## config.mk

```make
export PLATFORM = sky130hd
export DESIGN_NAME = btn_repeat
export DESIGN_NICKNAME = d
export VERILOG_FILES = /design/src/rtl/btn_pkg.sv /design/src/rtl/btn_timer.sv /design/src/rtl/btn_repeat.sv
export SDC_FILE = /design/constraint.sdc
export NUM_CORES = 1
export LEC_CHECK = 0
export BUFFER_PORTS_ARGS = -buffer_cell sky130_fd_sc_hd__buf_4
export CORE_ASPECT_RATIO = 1.25
export CORE_MARGIN = 8
export CORE_UTILIZATION = 59
export CTS_CLUSTER_DIAMETER = 200
export DETAILED_ROUTE_END_ITERATION = 10
export HOLD_SLACK_MARGIN = 0.03
export PLACE_DENSITY = 0.77
export SLEW_MARGIN = 30
export SYNTH_ARGS = -nofsm -noshare
export SYNTH_HDL_FRONTEND = slang
export SYNTH_SLANG_ARGS = --single-unit
export TNS_END_PERCENT = 5
```

## constraint.sdc

```tcl
create_clock -name clock -period 2.4 [get_ports clock]
set_input_delay 0 -clock clock [delete_from_list [all_inputs] [get_ports clock]]
set_output_delay 0 -clock clock [all_outputs]
set_load 0.02 [all_outputs]
```

## src/rtl/btn_pkg.sv

```systemverilog
`default_nettype none
// +----------------------------------------------------------------------------+
// | Module      : btn_pkg                                                      |
// | Description : Shared types and constants for the button auto-repeat block: |
// |               FSM state enum, timer/count widths, parameter defaults.      |
// | Revision    : 1.0 - initial release                                        |
// +----------------------------------------------------------------------------+
package btn_pkg;

  localparam int C_TMR_W          = 26;
  localparam int C_CNT_W          = 8;

  localparam int C_HOLD_DLY_DEF   = 25000000;
  localparam int C_REP_PERIOD_DEF = 5000000;
  localparam int C_ACCEL_CNT_DEF  = 8;

  typedef enum logic [1:0] {
    IDLE    = 2'd0,
    PRESSED = 2'd1,
    REPEAT  = 2'd2
  } btn_state_t;

endpackage
`default_nettype wire

```

## src/rtl/btn_timer.sv

```systemverilog
`default_nettype none
// +----------------------------------------------------------------------------+
// | Module      : btn_timer                                                    |
// | Description : Clearable up counter. terminal is high in the last cycle of  |
// |               a cmp-cycle interval measured from the clear.                |
// | Revision    : 1.0 - initial release                                        |
// +----------------------------------------------------------------------------+
module btn_timer
  import btn_pkg::*;
#(
  parameter int WIDTH = C_TMR_W
)(
  input  logic             clock,
  input  logic             reset_n,
  input  logic             clear,
  input  logic [WIDTH-1:0] cmp,
  output logic             terminal
);

  logic [WIDTH-1:0] r_count;

  // Cycle counter; a clear makes the next cycle read zero.
  always_ff @(posedge clock) begin
    if (!reset_n) begin
      r_count <= '0;
    end else if (clear) begin
      r_count <= '0;
    end else begin
      r_count <= r_count + WIDTH'(1);
    end
  end

  // Terminal one cycle early so a registered event lands exactly cmp cycles after the clear.
  always_comb begin
    terminal = (r_count == (cmp - WIDTH'(1)));
  end

endmodule
`default_nettype wire

```

## src/rtl/btn_repeat.sv

```systemverilog
`default_nettype none
// +----------------------------------------------------------------------------+
// | Module      : btn_repeat                                                   |
// | Description : Button press / auto-repeat / release pulse generator for an  |
// |               active-low debounced button. The release pulse port is       |
// |               named release_pulse because release is a reserved word.      |
// |               Optional macro BTN_REPEAT_ACCEL_EN: repeat period drops to   |
// |               REP_PERIOD>>2 once ACCEL_CNT repeats have occurred.          |
// | Revision    : 1.0 - initial release                                        |
// +----------------------------------------------------------------------------+
module btn_repeat
  import btn_pkg::*;
#(
  parameter int HOLD_DLY   = C_HOLD_DLY_DEF,
  parameter int REP_PERIOD = C_REP_PERIOD_DEF,
  parameter int ACCEL_CNT  = C_ACCEL_CNT_DEF
)(
  input  logic clock,
  input  logic reset_n,
  input  logic btn,
  output logic press,
  output logic rep,
  output logic release_pulse,
  output logic step,
  output logic held
);

  localparam int                 c_rep_fast_i = ((REP_PERIOD >> 2) < 1) ? 1 : (REP_PERIOD >> 2);
  localparam logic [C_TMR_W-1:0] c_hold       = C_TMR_W'(HOLD_DLY);
  localparam logic [C_TMR_W-1:0] c_rep_slow   = C_TMR_W'(REP_PERIOD);
  localparam logic [C_TMR_W-1:0] c_rep_fast   = C_TMR_W'(c_rep_fast_i);
  localparam logic [C_CNT_W-1:0] c_accel_cnt  = C_CNT_W'(ACCEL_CNT);
`ifdef BTN_REPEAT_ACCEL_EN
  localparam logic               c_accel_on   = 1'b1;
`else
  localparam logic               c_accel_on   = 1'b0;
`endif

  btn_state_t         r_state;
  btn_state_t         w_state_nxt;
  logic               r_prev;
  logic [C_CNT_W-1:0] r_count;
  logic [C_CNT_W-1:0] w_count_nxt;
  logic [C_CNT_W-1:0] w_count_inc;
  logic               r_press;
  logic               r_rep;
  logic               r_rel;
  logic               r_step;
  logic               r_held;
  logic               w_press_nxt;
  logic               w_rep_nxt;
  logic               w_rel_nxt;
  logic               w_press_edge;
  logic               w_tmr_clear;
  logic               w_tmr_term;
  logic [C_TMR_W-1:0] w_tmr_cmp;
  logic [C_TMR_W-1:0] w_period;

  btn_timer #(
    .WIDTH    (C_TMR_W)
  ) u_timer (
    .clock    (clock),
    .reset_n  (reset_n),
    .clear    (w_tmr_clear),
    .cmp      (w_tmr_cmp),
    .terminal (w_tmr_term)
  );

  // Repeat period and timer compare value; only state-derived, so no loop through the timer.
  always_comb begin
    w_period = ((c_accel_on == 1'b1) && (r_count >= c_accel_cnt)) ? c_rep_fast : c_rep_slow;
    w_tmr_cmp = (r_state == REPEAT) ? w_period : c_hold;
  end

  // Next state, next pulse values and saturating repeat count; release beats a due repeat.
  always_comb begin
    w_state_nxt  = r_state;
    w_count_nxt  = r_count;
    w_press_nxt  = 1'b0;
    w_rep_nxt    = 1'b0;
    w_rel_nxt    = 1'b0;
    w_tmr_clear  = 1'b0;
    w_press_edge = r_prev & ~btn;
    w_count_inc  = (r_count == '1) ? r_count : (r_count + C_CNT_W'(1));
    case (r_state)
      IDLE: begin
        if (w_press_edge) begin
          w_state_nxt = PRESSED;
          w_press_nxt = 1'b1;
          w_tmr_clear = 1'b1;
          w_count_nxt = '0;
        end
      end
      PRESSED: begin
        if (btn) begin
          w_state_nxt = IDLE;
          w_rel_nxt   = 1'b1;
        end else if (w_tmr_term) begin
          w_state_nxt = REPEAT;
          w_rep_nxt   = 1'b1;
          w_tmr_clear = 1'b1;
          w_count_nxt = w_count_inc;
        end
      end
      REPEAT: begin
        if (btn) begin
          w_state_nxt = IDLE;
          w_rel_nxt   = 1'b1;
        end else if (w_tmr_term) begin
          w_rep_nxt   = 1'b1;
          w_tmr_clear = 1'b1;
          w_count_nxt = w_count_inc;
        end
      end
      default: begin
        w_state_nxt = IDLE;
      end
    endcase
  end

  // State, edge register, repeat count and registered outputs.
  always_ff @(posedge clock) begin
    if (!reset_n) begin
      r_state <= IDLE;
      r_prev  <= 1'b0;
      r_count <= '0;
      r_press <= 1'b0;
      r_rep   <= 1'b0;
      r_rel   <= 1'b0;
      r_step  <= 1'b0;
      r_held  <= 1'b0;
    end else begin
      r_state <= w_state_nxt;
      r_prev  <= btn;
      r_count <= w_count_nxt;
      r_press <= w_press_nxt;
      r_rep   <= w_rep_nxt;
      r_rel   <= w_rel_nxt;
      r_step  <= w_press_nxt | w_rep_nxt;
      r_held  <= (w_state_nxt != IDLE);
    end
  end

  assign press         = r_press;
  assign rep           = r_rep;
  assign release_pulse = r_rel;
  assign step          = r_step;
  assign held          = r_held;

endmodule
`default_nettype wire

```

=== After elaboration in Yosys (flattened, before gate mapping) ===
Index checks and enable logic that the tools add are counted.
W data, S select, Z words.

* Add/sub/neg operators: 2
* Equality and inequality tests: 3
* Muxes and demuxes: 13
* Bitwise operators: 4
* Reduce and logical (&&, ||, !) cells: 5

{| class="wikitable"
|+ Operators with widths
! kind !! count
|-
| $add A26 B1 Y26 const B || 1
|-
| $eq A26 B26 Y1 || 1
|-
| $sub A25 B1 Y26 const B || 1
|-
| $mux W25 || 1
|-
| $mux W2 || 4
|-
| $mux W1 || 6
|-
| $pmux W2 S3 || 1
|-
| $reduce_or A2 Y1 || 2
|-
| $eq A2 B1 Y1 const B || 1
|-
| $eq A2 B2 Y1 const B || 1
|-
| $logic_not A2 Y1 || 1
|-
| $not A1 Y1 || 2
|-
| $pmux W1 S2 || 1
|-
| $reduce_and A2 Y1 || 1
|-
| $reduce_bool A2 Y1 || 1
|-
| $and A1 B1 Y1 || 1
|-
| $or A1 B1 Y1 || 1
|}

* Register bits: 34
* Bits of input ports: 3
* Output and inout bits: 5
* Word-level logic and storage cells: 35

=== Longest topological paths before layout ===
Gate-level depths: netlist of the first run.

* Depth after elaboration: 8
* Depth in mapped cells: 8
* Depth with buffers taken out: 7

=== Cells and area by module ===
Synthesis of the first run repeated with hierarchy kept, for this count alone.

* Cells, all modules: 299
* Area total of the unflattened synthesis: 2,441.1 um^2

{| class="wikitable"
|+ By module, submodules not included
! module !! times used !! cells an instance !! area each (um^2) !! sequential area each (um^2)
|-
| btn_timer || 1 || 256 || 2,053.2 || 520.5
|-
| btn_repeat || 1 || 43 || 387.9 || 160.2
|}

=== Worst setup path after synthesis of the first run ===
OpenSTA, ideal clock, no wires.

* Kind: register -> register
* From: reg r_state[0]
* To: reg u_timer.r_count[4]
* Library setup time: 0.115 ns
* Arrival time: 2.044 ns
* Data required time: 2.285 ns
* Slack: 0.241 ns
* Cell stages (with the launch flop): 8
* Buffers on the path: 1
* Period minus slack after synthesis: 2.159 ns
* Cells stage by stage: dfxtp_1 > inv_1 > ha_1 > or4_1 > a2111o_1 > o21ai_4 > buf_6 > nor2_1

* Word-level cells in the longest chain between the ends: 8
* Elaborated cells between the ends (all ways): 11
* Those cells by class: 1 x add/sub; 3 x eq/ne; 4 x mux; 3 x reduce/logical

{| class="wikitable"
|+ Ends and longest elaborated chain
! item !! line !! RTL
|-
| start, declared || btn_repeat.sv:39 || <nowiki>btn_state_t r_state;</nowiki>
|-
| start signal, assigned || btn_repeat.sv:133 || <nowiki>r_state <= w_state_nxt;</nowiki>
|-
| $eq A2 B2 Y1 || - ||
|-
| $mux W25 || btn_repeat.sv:72 || <nowiki>w_tmr_cmp = (r_state == REPEAT) ? w_period : c_hold;</nowiki>
|-
| $sub A25 B1 Y26 || btn_timer.sv:35 || <nowiki>terminal = (r_count == (cmp - WIDTH'(1)));</nowiki>
|-
| $eq A26 B26 Y1 || btn_timer.sv:35 ||
|-
| $mux W1 || btn_repeat.sv:98, btn_repeat.sv:109 ||
|-
| $mux W1 || btn_repeat.sv:106 || <nowiki>if (btn) begin</nowiki>
|-
| $pmux W1 S2 * || btn_repeat.sv:85 || <nowiki>case (r_state)</nowiki>
|-
| $reduce_or A2 Y1 (no line) * || - ||
|-
| end signal, assigned || btn_timer.sv:29 || <nowiki>r_count <= r_count + WIDTH'(1);</nowiki>
|-
| end, declared || btn_timer.sv:20 || <nowiki>logic [WIDTH-1:0] r_count;</nowiki>
|}

Mark *: on every way between the ends. The rest lies on a longest branch, timed or not.
A chain may end at the register's enable or synchronous reset.

=== Final worst setup path of the first run ===
* From: reg r_state[0]
* To: reg u_timer.r_count[17]

Same word-level chain as after synthesis.

==> run summary, run 1 <==
The critical path's top delay family is simple AND/OR/NAND/NOR gates. The core region is around 2500 sq um. The slew of the pin with the lowest slew margin is roughly 0.39 ns.

The layout net count came out at just over 200. For this run, the leading register cell type out of synthesis is sky130_fd_sc_hd__dfxtp_1. The worst setup path is captured at a register.

The total placed instance area is between 1500 and 2000 sq um. Port buffering added 7 buffers. The HPWL after detailed placement is roughly 2200 um.

The maximum clock frequency came out at 0.440 GHz. The CTS tree is yes. The horizontal die dimension is approximately 62 um.

The peak per-stage delay on the critical path is around 0.56 ns. The total power divided by cell area is approximately 550 nW/um^2. The number of setup violations in the final report is 0.

The analysis attributes to cell leakage a power of 0.631 nW. The final critical-path setup slack is 0.125 ns. Power comes to between 0.0009 and 0.001 W. The global-route wire length before repair came out at approximately 5400 um. The congestion estimate from routability-driven global placement came to just over 0.8. The per-cell routed wire length came out at 13.9 um. The number of DRC markers in iteration 0 is 29. The count of final max-slew check failures is 0. The number of fill cells in the layout came out at roughly 220.

The maximum clock skew at final layout came out at 0.0201 ns. The pin count of the biggest net entering global routing came out at 14. The number of global-route vias before repair came to 1180. Setup repair after global routing left no endpoint under its margin.

The ratio of final minimum period to clock period came out at a little over nine tenths. The kind of path behind the tightest hold check is reg -> reg. The largest individual stage delay along the critical path comes from the cell sky130_fd_sc_hd__or4_1.

The aggregate negative setup slack came out at 0 ns. The count of flip-flops with a built-in enable after synthesis is 0. 8 I/O pins were placed. The worst-case clock buffer depth is 2.

The aggregate global-route resource usage came out at between 10% and 20%. The number of iterations in the first detailed-routing pass came out at 4. The count of state elements after synthesis came out at 34. The data arrival time of the critical path is about 2.5 ns. The tool flagged a number of max-cap violations equal to 0. The area of the multi-input gates is 813 sq um.

The category of the most critical setup path is reg -> reg. After detailed routing, the number of vias per cell comes to around 5.5. The leftover overflow at the end of global routing is 0. The total nets after synthesis is 183. The minimum period implied by the final worst setup slack is approximately 2.3 ns. The worst path buffer plus inverter count is 2.

The clock net sink count came out at 34. The area of all sequential standard cells is between 600 and 700 sq um. The clock-pin slew on the worst setup and hold paths is 0.10 ns. The cell area after layout came out at 1740 sq um. The worst setup path is launched from a register. After detailed routing, the total wire length is about 3200 um.

In this run the tightest slew margin relative to its limit is around 74%. The largest fanout on the critical path came out at 13. The most common cell after layout, fill and taps aside is sky130_fd_sc_hd__nor2_1. For the worst-skew pair, the clock arrives at the later sink with an insertion delay of about 0.34 ns. The synthesized netlist cell count is between 150 and 200. Counting distinct cell types in the post-synthesis netlist gives 34. The count of buffers added by post-CTS timing repair for setup came out at 0. The die is approximately 73 um tall. Timing analysis after detailed placement gives a worst setup slack of ~0.14 ns.

The average footprint of a synthesized cell is roughly 8.8 sq um. The DRC violations left came out at 0. Sequential elements use between 40% and 50% of the synthesized area.

The hold violation count in the final report came out at 0. The number of H-tree levels came out at 2. After synthesis the cells add up to 1540 sq um. The initial antenna violation count came to 0. Cells fill approximately 70% of the core in the end. The flow ran to the end, and the final reports show no timing, DRC or antenna violations. The die footprint is ~4500 sq um.

The count of vias placed by the detailed router is roughly 1.3k. The initial standard-cell utilization of the core is 63.0%. The maximum VDD drop came out at roughly 470 uV. The count of inserted antenna diode cells came out at 0. The antenna violation net count after detailed routing came out at 0. In the layout the commonest cells are sky130_fd_sc_hd__nor2_1 (37), sky130_fd_sc_hd__dfxtp_1 (34), sky130_fd_sc_hd__xor2_1 (15). The signal on the critical path passes through inv_1 > ha_1 > or4_1 > a2111o_1 > o21ai_4 > buf_4 > nor2_1.

The number of cell rows came out at 20. The tree is rooted in a sky130_fd_sc_hd__clkbuf_4. The count of yosys warnings during synthesis is 0.

The share of layout cells above drive strength 1 is 11.8%. Relative to the synthesized area, the layout overhead comes to 12.6%. The data required time at the worst endpoint came out at between 2 and 3 ns. The share of synthesized flip-flops with an asynchronous set or reset is 0%. The number of buffers created by CTS is 5.
## power breakdown
group	internal [W]	switching (W)	leakage, nW
clock	0.000142	0.000185	0.0353
sequential	0.000572	0.00000552	0.275
combinational	0.0000220	0.0000286	0.321
## per-layer routing
metal  vias up  global-route usage (%)  wire length (um)
li1        635                       -                 -
met1       584                    18.2              1290
met3         8                    5.47               193
met4         0                    7.87                84
met2        32                    26.0              1590
met5         -                       0                 0
## flip-flops by register name (all words and copies together) (netlist names)
signal           flops
r_prev               1
press                1
release_pulse        1
step                 1
r_state              2
rep                  1
held                 1
u_timer.r_count     26
## worst reg2reg max path: stages (launching register included)
cell,delay [ns]
sky130_fd_sc_hd__dfxtp_1,0.38
sky130_fd_sc_hd__inv_1,0.09
sky130_fd_sc_hd__ha_1,0.24
sky130_fd_sc_hd__or4_1,0.56
sky130_fd_sc_hd__a2111o_1,0.48
sky130_fd_sc_hd__o21ai_4,0.16
sky130_fd_sc_hd__buf_4,0.21
sky130_fd_sc_hd__nor2_1,0.08
## Yosys cell counts, types with 2 or more instances
library cell / number / area, sq um
sky130_fd_sc_hd__nor2_1: 37 / 139
sky130_fd_sc_hd__dfxtp_1: 34 / 681
sky130_fd_sc_hd__xor2_1: 15 / 131
sky130_fd_sc_hd__nand3_1: 13 / 65.1
sky130_fd_sc_hd__nand2_1: 12 / 45.0
sky130_fd_sc_hd__xnor2_1: 9 / 78.8
sky130_fd_sc_hd__nand4_1: 7 / 43.8
sky130_fd_sc_hd__inv_1: 6 / 22.5
sky130_fd_sc_hd__ha_1: 5 / 62.6
sky130_fd_sc_hd__a21oi_1: 3 / 15.0
sky130_fd_sc_hd__and3_1: 3 / 18.8
sky130_fd_sc_hd__nor3_1: 3 / 15.0
sky130_fd_sc_hd__nor4_1: 3 / 18.8
sky130_fd_sc_hd__buf_6: 2 / 22.5
sky130_fd_sc_hd__nand2b_1: 2 / 12.5
sky130_fd_sc_hd__or2_2: 2 / 12.5
sky130_fd_sc_hd__or3_1: 2 / 12.5
## kinds of logic (layout without fill, tap and decap cells)
kind of cell | Yosys count | in the layout | synth area share [%]
simple gates | 92 | 92 | 29.3
flops | 34 | 34 | 44.1
xor+xnor | 24 | 24 | 13.6
compound gates | 11 | 11 | 5.67
buf+inv | 9 | 29 | 3.24
fa+ha+maj | 5 | 5 | 4.05
## what timing repair did
| action | 4_1_cts | 5_1_grt |
|---|---|---|
| hold buffers | 3 | 0 |
| resized for setup | 0 | 0 |
| endpoints found under the hold margin | 8 | 0 |
## cell type report
class	count	share of cell area, %
flip-flops and latches	34	39.2
clock buffers	7	3.17
multi-input cells	132	46.8
repair buffers	15	6.91
clock inverters	1	0.288
well taps	33	2.38
inverters	6	1.30
## per-stage QoR
step | cells | hold WS, ns
global route | 228 | 0.492
global placement | 217 | 0.236
detailed placement | 217 | 0.247
CTS | 228 | 0.470
finish | 228 | 0.475
floorplan | 175 | 0.122
## path summary, 6_finish.rpt
kind,startpoint,endpoint,slack [ns],cells past startpoint
worst max register to register,r_state[0],u_timer.r_count[17],0.13,7
worst min-delay path,u_timer.r_count[0],u_timer.r_count[0],0.47,1
worst min register to register,u_timer.r_count[0],u_timer.r_count[0],0.47,1
worst max-delay path,r_state[0],u_timer.r_count[17],0.13,7
Power figures use the tool's default switching activity.
==> run 2: changes to the inputs <==
- ABC_CLOCK_PERIOD_IN_PS: not set -> 2400
- REMOVE_ABC_BUFFERS: not set -> 1
==> run summary, run 2 (synthesis gave the netlist of run 1 again) <==
Status: complete, no violations (unchanged). The cell area after layout is 1750 sq um (was 1740 sq um). Unrepaired setup endpoints after global routing: no (unchanged). The number of cell rows came out at 20 (unchanged). The maximum clock frequency is 0.439 GHz (was 0.440 GHz).

The horizontal die dimension came out at 61.8 um (unchanged). The per-cell routed wire length was 13.2 um (was 13.9 um). The met2 usage in global routing came to 24.7% (was 26.0%). The area of the multi-input gates is 813 sq um (unchanged).

The total power divided by cell area came to 553 nW/um^2 (was 549 nW/um^2). The most common cell after layout, fill and taps aside is sky130_fd_sc_hd__nor2_1 (unchanged). The flip-flop count of the largest register, all copies and words added is 26 (unchanged). The critical path endpoint category is a register (unchanged). The leftover overflow at the end of global routing came out at 0 (unchanged).

The critical path startpoint category was a register (unchanged). The layout net count came out at 202 (unchanged). The final core utilization came out at 71.2% (was 70.9%). The met1 usage was 17.3% (was 18.2%). The ratio of final minimum period to clock period is 95.0% (was 94.8%). The number of global-route vias before repair is 1213 (was 1180). The max-capacitance violation count is 0 (unchanged).

The DRC violations left came out at 0 (unchanged). The register with the most flip-flops is u_timer.r_count (unchanged). The setup slack on the worst flop-to-flop path is 0.12 ns (was 0.13 ns).

The category of the most critical setup path is reg -> reg (unchanged). The kind of path behind the tightest hold check is in -> reg (was reg -> reg). The final weighted congestion of routability-driven global placement came to 0.879 (was 0.819). The HPWL reported at the end of detailed placement was 2140 um (was 2190 um). The number of buffers created by CTS is 5 (unchanged). Most used cells in the layout excluding fill and tap cells: sky130_fd_sc_hd__nor2_1 (37), sky130_fd_sc_hd__dfxtp_1 (33), sky130_fd_sc_hd__xor2_1 (15) (was sky130_fd_sc_hd__nor2_1 (37), sky130_fd_sc_hd__dfxtp_1 (34), sky130_fd_sc_hd__xor2_1 (15)). The clock-pin slew on the worst setup and hold paths is 0.11 ns (was 0.10 ns).

The number of DRC markers in iteration 0 came out at 36 (was 29). The vertical die dimension came out at 73.2 um (unchanged). The number of iterations in the first detailed-routing pass came out at 4 (unchanged). The count of input and output buffers came out at 7 (unchanged). The count of final max-slew check failures came to 0 (unchanged). The worst relative slew slack came out at 78.2% (was 73.9%). The total routed wirelength came out at 3020 um (was 3160 um). The aggregate global-route resource usage is 15.5% (was 16.2%). The core outline area is 2450 sq um (unchanged). The met3 usage is 5.64% (was 5.47%). The clock tree root buffer cell is sky130_fd_sc_hd__clkbuf_4 (unchanged).

The antenna violation net count after detailed routing came out at 0 (unchanged). The hold violation count in the final report came out at 0 (unchanged). The count of inserted antenna diode cells is 0 (unchanged). The die footprint was 4520 sq um (unchanged). The global-route wire length before repair is 5290 um (was 5370 um). The share of layout cells above drive strength 1 came out at 12.8% (was 11.8%). Largest registers in the final layout: u_timer.r_count (26), r_state (2) (unchanged).

The number of primary I/O pins is 8 (unchanged). The growth of design area from synthesis to finish is 13.1% (was 12.6%). The clock net sink count came out at 34 (unchanged). The worst-case clock buffer depth is 2 (unchanged). The aggregate negative setup slack is 0 ns (unchanged). The slew of the pin with the lowest slew margin is 0.325 ns (was 0.390 ns). The number of setup violations in the final report came to 0 (unchanged). The clock latency of the later-clocked register in the worst-skew pair came out at 0.34 ns (about the same). The number of fill cells in the layout is 220 (was 224).

The initial antenna violation count is 0 (unchanged). The data required time at the worst endpoint is 2.63 ns (about the same). The CTS tree is yes (unchanged). The placed cell count is 217 (unchanged). The maximum VDD drop came out at 474 uV (about the same). The post-detailed-route via-to-cell ratio came to 5.49 (was 5.52). The number of H-tree levels is 2 (unchanged).

The maximum clock skew at final layout is 0.0117 ns (was 0.0201 ns). The area of all sequential standard cells came out at 682 sq um (was 681 sq um). The count of vias placed by the detailed router is 1251 (was 1259). The total placed instance area is 1650 sq um (unchanged). The pin count of the biggest net entering global routing came out at 15 (was 14).

The final cell count without fillers was 228 (unchanged). The largest fanout on the critical path came to 12 (was 13). The minimum period implied by the final worst setup slack came to 2.28 ns (was 2.27 ns). The initial standard-cell utilization of the core is 63.0% (unchanged). The power after layout came out at 0.000965 W (was 0.000955 W). The data arrival time of the critical path is 2.51 ns (about the same).

The global-route layer with the greatest usage was met2 (unchanged). The leakage power came out at 0.632 nW (was 0.631 nW).
==> run 2: through the flow <==
step	hold WS, ns	worst slack (ns)
2_1_floorplan	0.122	0.155
3_3_place_gp	0.239	0.205
3_5_place_dp	0.243	0.137
4_1_cts	0.455	0.0989
5_1_grt	0.498	0.00789
6_report	0.465	0.120
==> run 2: where the power goes <==
part	switching, W	total [W]	leakage, nW	internal [W]
registers	0.00000552	0.000578	0.275	0.000572
logic	0.0000280	0.0000506	0.322	0.0000226
clock network	0.000196	0.000337	0.0343	0.000141
==> run 2: cell type report <==
| cell class | count | area share [%] |
|---|---|---|
| multi-input combinational | 132 | 46.6 |
| sequential | 34 | 39.0 |
| timing repair buffer | 15 | 7.09 |
| clock buffer | 6 | 2.94 |
| tap | 33 | 2.36 |
| inverter | 6 | 1.29 |
| clock inverter | 2 | 0.716 |
==> run 2: repair_timing <==
item,CTS,global route
gates resized for setup,0,2
hold buffers,3,0
setup endpoints to repair,0,28
endpoints found under the hold margin,8,0
setup buffers,0,0
==> run 2: routing by layer <==
| metal | part of all wire, % | wire, um |
|---|---|---|
| met3 | 5.0 | 152 |
| met1 | 44 | 1330 |
| met4 | 2.0 | 59 |
| met2 | 49 | 1480 |
| met5 | 0 | 0 |
==> run 2: final timing paths <==
check / startpoint / end / cells past startpoint
worst max-delay path: r_state[0] / u_timer.r_count[15] / 7
worst min-delay path: btn / release_pulse / 3
worst max register to register: r_state[0] / u_timer.r_count[15] / 7
worst min register to register: u_timer.r_count[0] / u_timer.r_count[0] / 1
==> run 2: critical path, stage by stage (launching register included) <==
cell and delay [ns]:
sky130_fd_sc_hd__dfxtp_2 0.37, sky130_fd_sc_hd__inv_1 0.08, sky130_fd_sc_hd__ha_1 0.25, sky130_fd_sc_hd__or4_1 0.55, sky130_fd_sc_hd__a2111o_1 0.46, sky130_fd_sc_hd__o21ai_4 0.17
sky130_fd_sc_hd__buf_4 0.21, sky130_fd_sc_hd__nor2_1 0.07
